File: src/rtl/flappy_pkg.sv
// Shared types and constants for the pipe/coin scroll game-flow control.
package flappy_pkg;

    localparam int SCORE_W = 8;
    localparam int LEVEL_W = 4;

    localparam logic [SCORE_W-1:0] SCORE_MAX = 8'd255;
    localparam logic [LEVEL_W-1:0] LEVEL_MAX = 4'd15;

    // One-hot controller states
    typedef enum logic [5:0] {
        ST_IDLE  = 6'b000001,
        ST_ARM   = 6'b000010,
        ST_RUN   = 6'b000100,
        ST_HALT  = 6'b001000,
        ST_DONE  = 6'b010000,
        ST_CLEAR = 6'b100000
    } state_t;

endpackage

File: src/rtl/step_divider.sv
// Scroll-step divider: counts clk cycles and emits a one-cycle step strobe
// every period_cur cycles. A requested period is latched only at a reload,
// so the period in progress always runs to completion.
module step_divider #(
    parameter int CNT_W        = 20,
    parameter int CLK_DIV_INIT = 500000
) (
    input  logic             clk,
    input  logic             reset,
    input  logic             en,
    input  logic             clr,
    input  logic [CNT_W-1:0] period_req,
    output logic             step
);

    logic [CNT_W-1:0] cnt;
    logic [CNT_W-1:0] period_cur;
    logic             reload;

    assign reload = en && (cnt == period_cur - CNT_W'(1));

    // Counter, period latch and registered step strobe; idle or cleared keeps the counter at 0
    always_ff @(posedge clk or negedge reset) begin
        if (!reset) begin
            cnt        <= '0;
            period_cur <= CNT_W'(CLK_DIV_INIT);
            step       <= 1'b0;
        end else if (clr || !en) begin
            cnt        <= '0;
            period_cur <= period_req;
            step       <= 1'b0;
        end else if (reload) begin
            cnt        <= '0;
            period_cur <= period_req;
            step       <= 1'b1;
        end else begin
            cnt        <= cnt + CNT_W'(1);
            step       <= 1'b0;
        end
    end

endmodule

File: src/rtl/scroll_scheduler.sv
// Game-flow controller: sequences the datapath Start/Stop/Ack handshake,
// keeps score and speed level, and paces scrolling through step_divider.
module scroll_scheduler
    import flappy_pkg::*;
#(
    parameter int CLK_DIV_INIT = 500000,
    parameter int DIV_STEP     = 50000,
    parameter int DIV_MIN      = 150000,
    parameter int LEVEL_PIPES  = 8,
    parameter int CNT_W        = 20
) (
    input  logic               clk,
    input  logic               reset,
    input  logic               btn_start,
    input  logic               collision,
    input  logic               pipe_passed,
    input  logic               dp_q_initial,
    input  logic               dp_q_count,
    input  logic               dp_q_stop,
    output logic               start,
    output logic               stop,
    output logic               ack,
    output logic               step,
    output logic [SCORE_W-1:0] score,
    output logic [LEVEL_W-1:0] level,
    output logic               game_over,
    output logic               busy
);

    localparam int PASS_W = $clog2(LEVEL_PIPES + 1);
    localparam int PW     = CNT_W + 4;

    state_t             state;
    logic [PASS_W-1:0]  pass_cnt;
    logic [CNT_W-1:0]   period_req;
    logic               fb_initial;
    logic               fb_count;
    logic               fb_stop;
    logic               div_en;
    logic               div_clr;

    // Step period for a level: CLK_DIV_INIT - level*DIV_STEP, clamped at DIV_MIN,
    // where a wrap-around (subtrahend larger than CLK_DIV_INIT) also clamps.
    function automatic logic [CNT_W-1:0] period_for(input logic [LEVEL_W-1:0] lv);
        logic [PW-1:0] dec;
        logic [PW-1:0] base;
        logic [PW-1:0] diff;
        dec  = PW'(lv) * PW'(DIV_STEP);
        base = PW'(CLK_DIV_INIT);
        diff = base - dec;
        if ((dec > base) || (diff < PW'(DIV_MIN)))
            return CNT_W'(DIV_MIN);
        return diff[CNT_W-1:0];
    endfunction

    function automatic logic [SCORE_W-1:0] score_inc(input logic [SCORE_W-1:0] s);
        return (s == SCORE_MAX) ? s : s + SCORE_W'(1);
    endfunction

    function automatic logic [LEVEL_W-1:0] level_inc(input logic [LEVEL_W-1:0] l);
        return (l == LEVEL_MAX) ? l : l + LEVEL_W'(1);
    endfunction

    // Datapath feedback only acknowledges when exactly one state bit is high
    assign fb_initial = dp_q_initial & ~dp_q_count   & ~dp_q_stop;
    assign fb_count   = dp_q_count   & ~dp_q_initial & ~dp_q_stop;
    assign fb_stop    = dp_q_stop    & ~dp_q_initial & ~dp_q_count;

    // Steps run in RUN and HALT; reaching DONE clears the divider on the same edge
    assign div_en  = (state == ST_RUN) || (state == ST_HALT);
    assign div_clr = (state == ST_HALT) && fb_stop;

    // Controller FSM with registered handshake/status outputs, score and level
    always_ff @(posedge clk or negedge reset) begin
        if (!reset) begin
            state      <= ST_IDLE;
            start      <= 1'b0;
            stop       <= 1'b0;
            ack        <= 1'b0;
            game_over  <= 1'b0;
            busy       <= 1'b0;
            score      <= '0;
            level      <= '0;
            pass_cnt   <= '0;
            period_req <= CNT_W'(CLK_DIV_INIT);
        end else begin
            case (state)
                ST_IDLE: begin
                    if (btn_start) begin
                        state      <= ST_ARM;
                        start      <= 1'b1;
                        busy       <= 1'b1;
                        score      <= '0;
                        level      <= '0;
                        pass_cnt   <= '0;
                        period_req <= period_for('0);
                    end
                end
                ST_ARM: begin
                    if (fb_count) begin
                        state <= ST_RUN;
                        start <= 1'b0;
                    end
                end
                ST_RUN: begin
                    if (collision) begin
                        state <= ST_HALT;
                        stop  <= 1'b1;
                    end else if (pipe_passed) begin
                        score <= score_inc(score);
                        if (pass_cnt == PASS_W'(LEVEL_PIPES - 1)) begin
                            pass_cnt   <= '0;
                            level      <= level_inc(level);
                            period_req <= period_for(level_inc(level));
                        end else begin
                            pass_cnt <= pass_cnt + PASS_W'(1);
                        end
                    end
                end
                ST_HALT: begin
                    if (fb_stop) begin
                        state     <= ST_DONE;
                        stop      <= 1'b0;
                        game_over <= 1'b1;
                    end
                end
                ST_DONE: begin
                    if (btn_start) begin
                        state     <= ST_CLEAR;
                        game_over <= 1'b0;
                        ack       <= 1'b1;
                    end
                end
                ST_CLEAR: begin
                    if (fb_initial) begin
                        state <= ST_IDLE;
                        ack   <= 1'b0;
                        busy  <= 1'b0;
                    end
                end
                default: begin
                    state     <= ST_IDLE;
                    start     <= 1'b0;
                    stop      <= 1'b0;
                    ack       <= 1'b0;
                    game_over <= 1'b0;
                    busy      <= 1'b0;
                end
            endcase
        end
    end

    step_divider #(
        .CNT_W        (CNT_W),
        .CLK_DIV_INIT (CLK_DIV_INIT)
    ) u_step_divider (
        .clk        (clk),
        .reset      (reset),
        .en         (div_en),
        .clr        (div_clr),
        .period_req (period_req),
        .step       (step)
    );

endmodule

File: config.mk
export PLATFORM = sky130hd
export DESIGN_NAME = scroll_scheduler
export DESIGN_NICKNAME = d
export VERILOG_FILES = /design/src/rtl/flappy_pkg.sv /design/src/rtl/step_divider.sv /design/src/rtl/scroll_scheduler.sv
export SDC_FILE = /design/constraint.sdc
export NUM_CORES = 1
export LEC_CHECK = 0
export BUFFER_PORTS_ARGS = -buffer_cell sky130_fd_sc_hd__clkbuf_2
export CAP_MARGIN = 20
export CELL_PAD_IN_SITES_DETAIL_PLACEMENT = 0
export CELL_PAD_IN_SITES_GLOBAL_PLACEMENT = 1
export CORE_MARGIN = 4
export CORE_UTILIZATION = 40
export CTS_CLUSTER_SIZE = 20
export DETAILED_ROUTE_END_ITERATION = 10
export PLACE_DENSITY_LB_ADDON = 0.1
export SLEW_MARGIN = 40
export SYNTH_ARGS = -nofsm -noshare
export SYNTH_HDL_FRONTEND = slang
export SYNTH_SLANG_ARGS = --single-unit
File: constraint.sdc
create_clock -name clk -period 4.9 [get_ports clk]
set_input_delay 0.98 -clock clk [delete_from_list [all_inputs] [get_ports clk]]
set_output_delay 0.98 -clock clk [all_outputs]
set_load 0.1 [all_outputs]
==> qor.csv <==
stage;metric;value;unit
finish;# diodes;0;
run;max-cap violations;0;
setup_path;CP cell instances;ha_4 -> nor4bb_1 -> nor2_1 -> ha_1 -> ha_2 -> ha_2 -> a21o_1 -> a21o_1 -> or3_1 -> and2_1 -> or3_1 -> a22o_1 -> a211oi_4 -> buf_4 -> nor4_1 -> o31ai_1;
clock_network;CTS root buf;clkbuf_16;
routing;vias per cell;5.52;
clock_network;worst skew pair latency;0.34;ns
global_routing;first-pass GRT wire length;20900;microns
yosys;share of the synthesized area in the top cell type;30.5;%
clock_network;TritonCTS Sinks;80;
routing;Pre-antenna DRT Iters;5;
run_status;outcome;finished clean;
setup_path;Setup crit end;period_req[11]$_DFFE_PN0P_;
routing;drt total wl;12500;microns
die;die area;15200;sq um
setup_path;Max Fanout on Critical Path;9;
global_routing;total gr overflow;0;
finish;layout cells sized above 1;18.2;%
yosys;syn avg cell area;9.09;sq um
timing;clock skew;0.0103;ns
worst_hold_path;Hold WC Path Type;flip-flop to flip-flop;
yosys;Seq/Total Area, Yosys;37.9;%
die;DIE WIDTH;123;microns
routing;Top Metal Used;met4;
global_routing;initial antenna violation count;0;
timing;Slew Viols, Final;0;
routing;wl on met1;5930;microns
power;combinational share of power;21.8;%
power;Net Sw Frac;32.6;%
routing;metal2 WL;6050;microns
die;Initial Util;41.6;%
power;Power Dens Cells;298;nW/um^2
setup_path;Crit Reg-Reg Startpoint;level[0]$_DFFE_PN0P_;
placement;DP HPWL;9400;microns
finish;post-layout util;47.4;%
die;I/O pin total;26;
yosys;FFs w/ async S/R, synth;100;%
routing;Via Count;4381;
yosys;most common cell in the netlist;dfrtp_1;
die;area of the core;12800;sq um
placement;pre-CTS setup slack;0.107;ns
yosys;ys flop type;dfrtp_1;
timing;Slew HR;57.4;%
setup_path;crit path DAT;4.90;ns
setup_path;critical path class;flip-flop to flip-flop;
setup_path;slowest stage delay, CP;0.53;ns
timing;Setup TNS;0;ns
setup_path;number of cells on the critical path;16;
setup_path;r2r worst-path depth;16;
setup_path;CP delay by family, top;simple AND/OR/NAND/NOR gates;
routing;drt drc;0;
clock_network;total CTS buffers;9;
setup_path;R2R setup slack;0.24;ns
routing;post-route ant nets;0;
global_routing;GRT Total Usage;17.4;%
timing;slack of the critical path;0.244;ns
placement;Port Buffer Count;25;
power;sw power;0.590;mW
timing;final hold violation count;0;
power;Power Internal;1.22;mW
yosys;Post-Synthesis Net Count;620;
finish;nets@finish;649;
power;LEAKAGE;2.65;nW
yosys;Seq cells post-synth;80;
yosys;cell count after synthesis;587;
yosys;number of flops mapped to enable cells by yosys;0;
yosys;Mapped Area;5330;sq um
power;maximum VDD drop;0.176;mV
clock_network;CTS tree;done;
die;die height;123;microns
power;Clock power frac;37.8;%
setup_path;RR Endpoint;period_req[11]$_DFFE_PN0P_;
yosys;most frequent cells after synthesis;dfrtp_1 (65), nor2_1 (60), nand2_1 (46);
setup_path;worst setup path start;level[0]$_DFFE_PN0P_;
die;std cell rows;41;
placement;gpl congestion;0.869;
power;Reg power frac;40.5;%
timing;Worst Tran Pin Value;0.635;ns
global_routing;vias in the first global route;4189;
setup_path;CP max stage cell;dfrtp_4;
finish;Area Overhead vs Synth;14.0;%
routing;Routed met3 length;352;microns
yosys;yosys synthesis warning count;0;
timing;fmax;0.215;GHz
setup_path;Startpoint Class;flip-flop;
clock_network;Clock Path Buffers;2;
timing;count of final setup violators;0;
global_routing;largest net degree at the start of global routing;59;
clock_network;H-Tree Depth;3;
routing;DR WL/cell;15.8;microns
yosys;leading area contributor after synthesis;dfrtp_1;
setup_path;Worst setup EP type;flip-flop;
yosys;ranking of synthesized cells by area;dfrtp_1 (30%), dfstp_2 (7.4%), xnor2_1 (6.4%);
timing;period utilization;95.0;%
setup_path;WP data required;5.15;ns
routing;number of DRC markers in iteration 0;205;
clock_network;Worst-path clk slew;0.06;ns
setup_path;CP bufs+invs;1;
timing;Tmin final;4.66;ns
yosys;count of cell types in the netlist;60;
layout make-up:
cell class,instances,area (sq um)
fillers,1262,6750
clock buffers,10,239
multi-input cells,466,3210
repair buffers,40,244
well taps,172,215
inverters,19,71.3
flip-flops and latches,80,2030
clock inverters,6,66.3
cells by family (layout without fill, tap and decap cells):
kind of cell / count (synthesis) / after routing / share of synthesized area, %
AOI/OAI and AO/OA: 122 / 122 / 15.2
xor gates and xnor gates: 67 / 67 / 11.0
adders and majority gates: 25 / 25 / 5.86
buffers and inverters: 41 / 75 / 3.61
DFF: 80 / 80 / 37.9
muxes: 20 / 20 / 4.57
and+or+nand+nor: 232 / 232 / 21.9
flip-flops by register name, summed over array words and instances (netlist names):
name / flops
ack: 1
busy: 1
game_over: 1
level: 4
pass_cnt: 4
period_req: 16
score: 8
start: 1
state: 6
stop: 1
u_step_divider.cnt: 20
u_step_divider.period_cur: 16
u_step_divider.step: 1
worst min path at each step:
stage,startpoint,end,slack [ns],cells after the start
after floorplan,u_step_divider.cnt[0]$_DFF_PN0_,u_step_divider.cnt[0]$_DFF_PN0_,0.42,1
after global placement,u_step_divider.cnt[0]$_DFF_PN0_,u_step_divider.cnt[0]$_DFF_PN0_,0.45,1
after detailed placement,u_step_divider.cnt[0]$_DFF_PN0_,u_step_divider.cnt[0]$_DFF_PN0_,0.45,1
after CTS,u_step_divider.cnt[0]$_DFF_PN0_,u_step_divider.cnt[0]$_DFF_PN0_,0.46,1
after global routing,u_step_divider.cnt[0]$_DFF_PN0_,u_step_divider.cnt[0]$_DFF_PN0_,0.48,1
final,u_step_divider.cnt[0]$_DFF_PN0_,u_step_divider.cnt[0]$_DFF_PN0_,0.46,1
through the flow:
stage | cell area [sq um] | total power, mW | hold WS [ns] | std cells
final | 6080 | 1.81 | 0.460 | 793
after global routing | 6080 | 1.90 | 0.476 | 793
after CTS | 6010 | 1.83 | 0.463 | 791
after detailed placement | 5700 | 1.14 | 0.450 | 775
after global placement | 5700 | 1.13 | 0.448 | 775
after floorplan | 5390 | 1.04 | 0.422 | 587
cells in the final DEF (no fill, tap or decap), types with 4 or more instances in the layout:
| cell type | count |
|---|---|
| o22ai_1 | 5 |
| o21a_1 | 5 |
| and3_1 | 10 |
| mux2_2 | 11 |
| nand4_1 | 10 |
| a31oi_1 | 8 |
| and2_1 | 7 |
| dfstp_2 | 15 |
| a41oi_1 | 4 |
| mux2_4 | 6 |
| a22o_1 | 4 |
| nor2b_1 | 6 |
| nor3_1 | 18 |
| clkbuf_16 | 9 |
| or3_1 | 4 |
| o31ai_1 | 4 |
| inv_1 | 18 |
| nand2_1 | 46 |
| nand3_1 | 31 |
| buf_4 | 15 |
| nand2b_1 | 6 |
| clkbuf_2 | 24 |
| a311oi_1 | 4 |
| nand4b_1 | 4 |
| nor4_1 | 9 |
| xor2_1 | 27 |
| a21o_1 | 6 |
| nand3b_1 | 5 |
| o211ai_1 | 6 |
| o21ai_0 | 29 |
| ha_1 | 21 |
| a21oi_1 | 22 |
| xnor2_1 | 37 |
| dfrtp_1 | 61 |
| nor2_1 | 60 |
layer usage:
layer / vias up / GRT usage, %
met3: 12 / 4.35
li1: 2184 / -
met2: 52 / 28.3
met4: 0 / 4.43
met1: 2133 / 23.2
met5: - / 0
repair_timing:
action | in CTS | in global routing
resized for setup | 0 | 11
endpoints found under the setup margin | 0 | 13
hold buffers | 0 | 0
buffers inserted | 0 | 2
power by group through the flow:
stage | clock [mW] | combinational (mW) | sequential (mW)
after detailed placement | 0 | 0.392 | 0.744
after CTS | 0.707 | 0.395 | 0.732
after global placement | 0 | 0.392 | 0.743
after floorplan | 0 | 0.208 | 0.832
after global routing | 0.730 | 0.431 | 0.738
final | 0.684 | 0.394 | 0.733
Power figures use the tool's default switching activity.
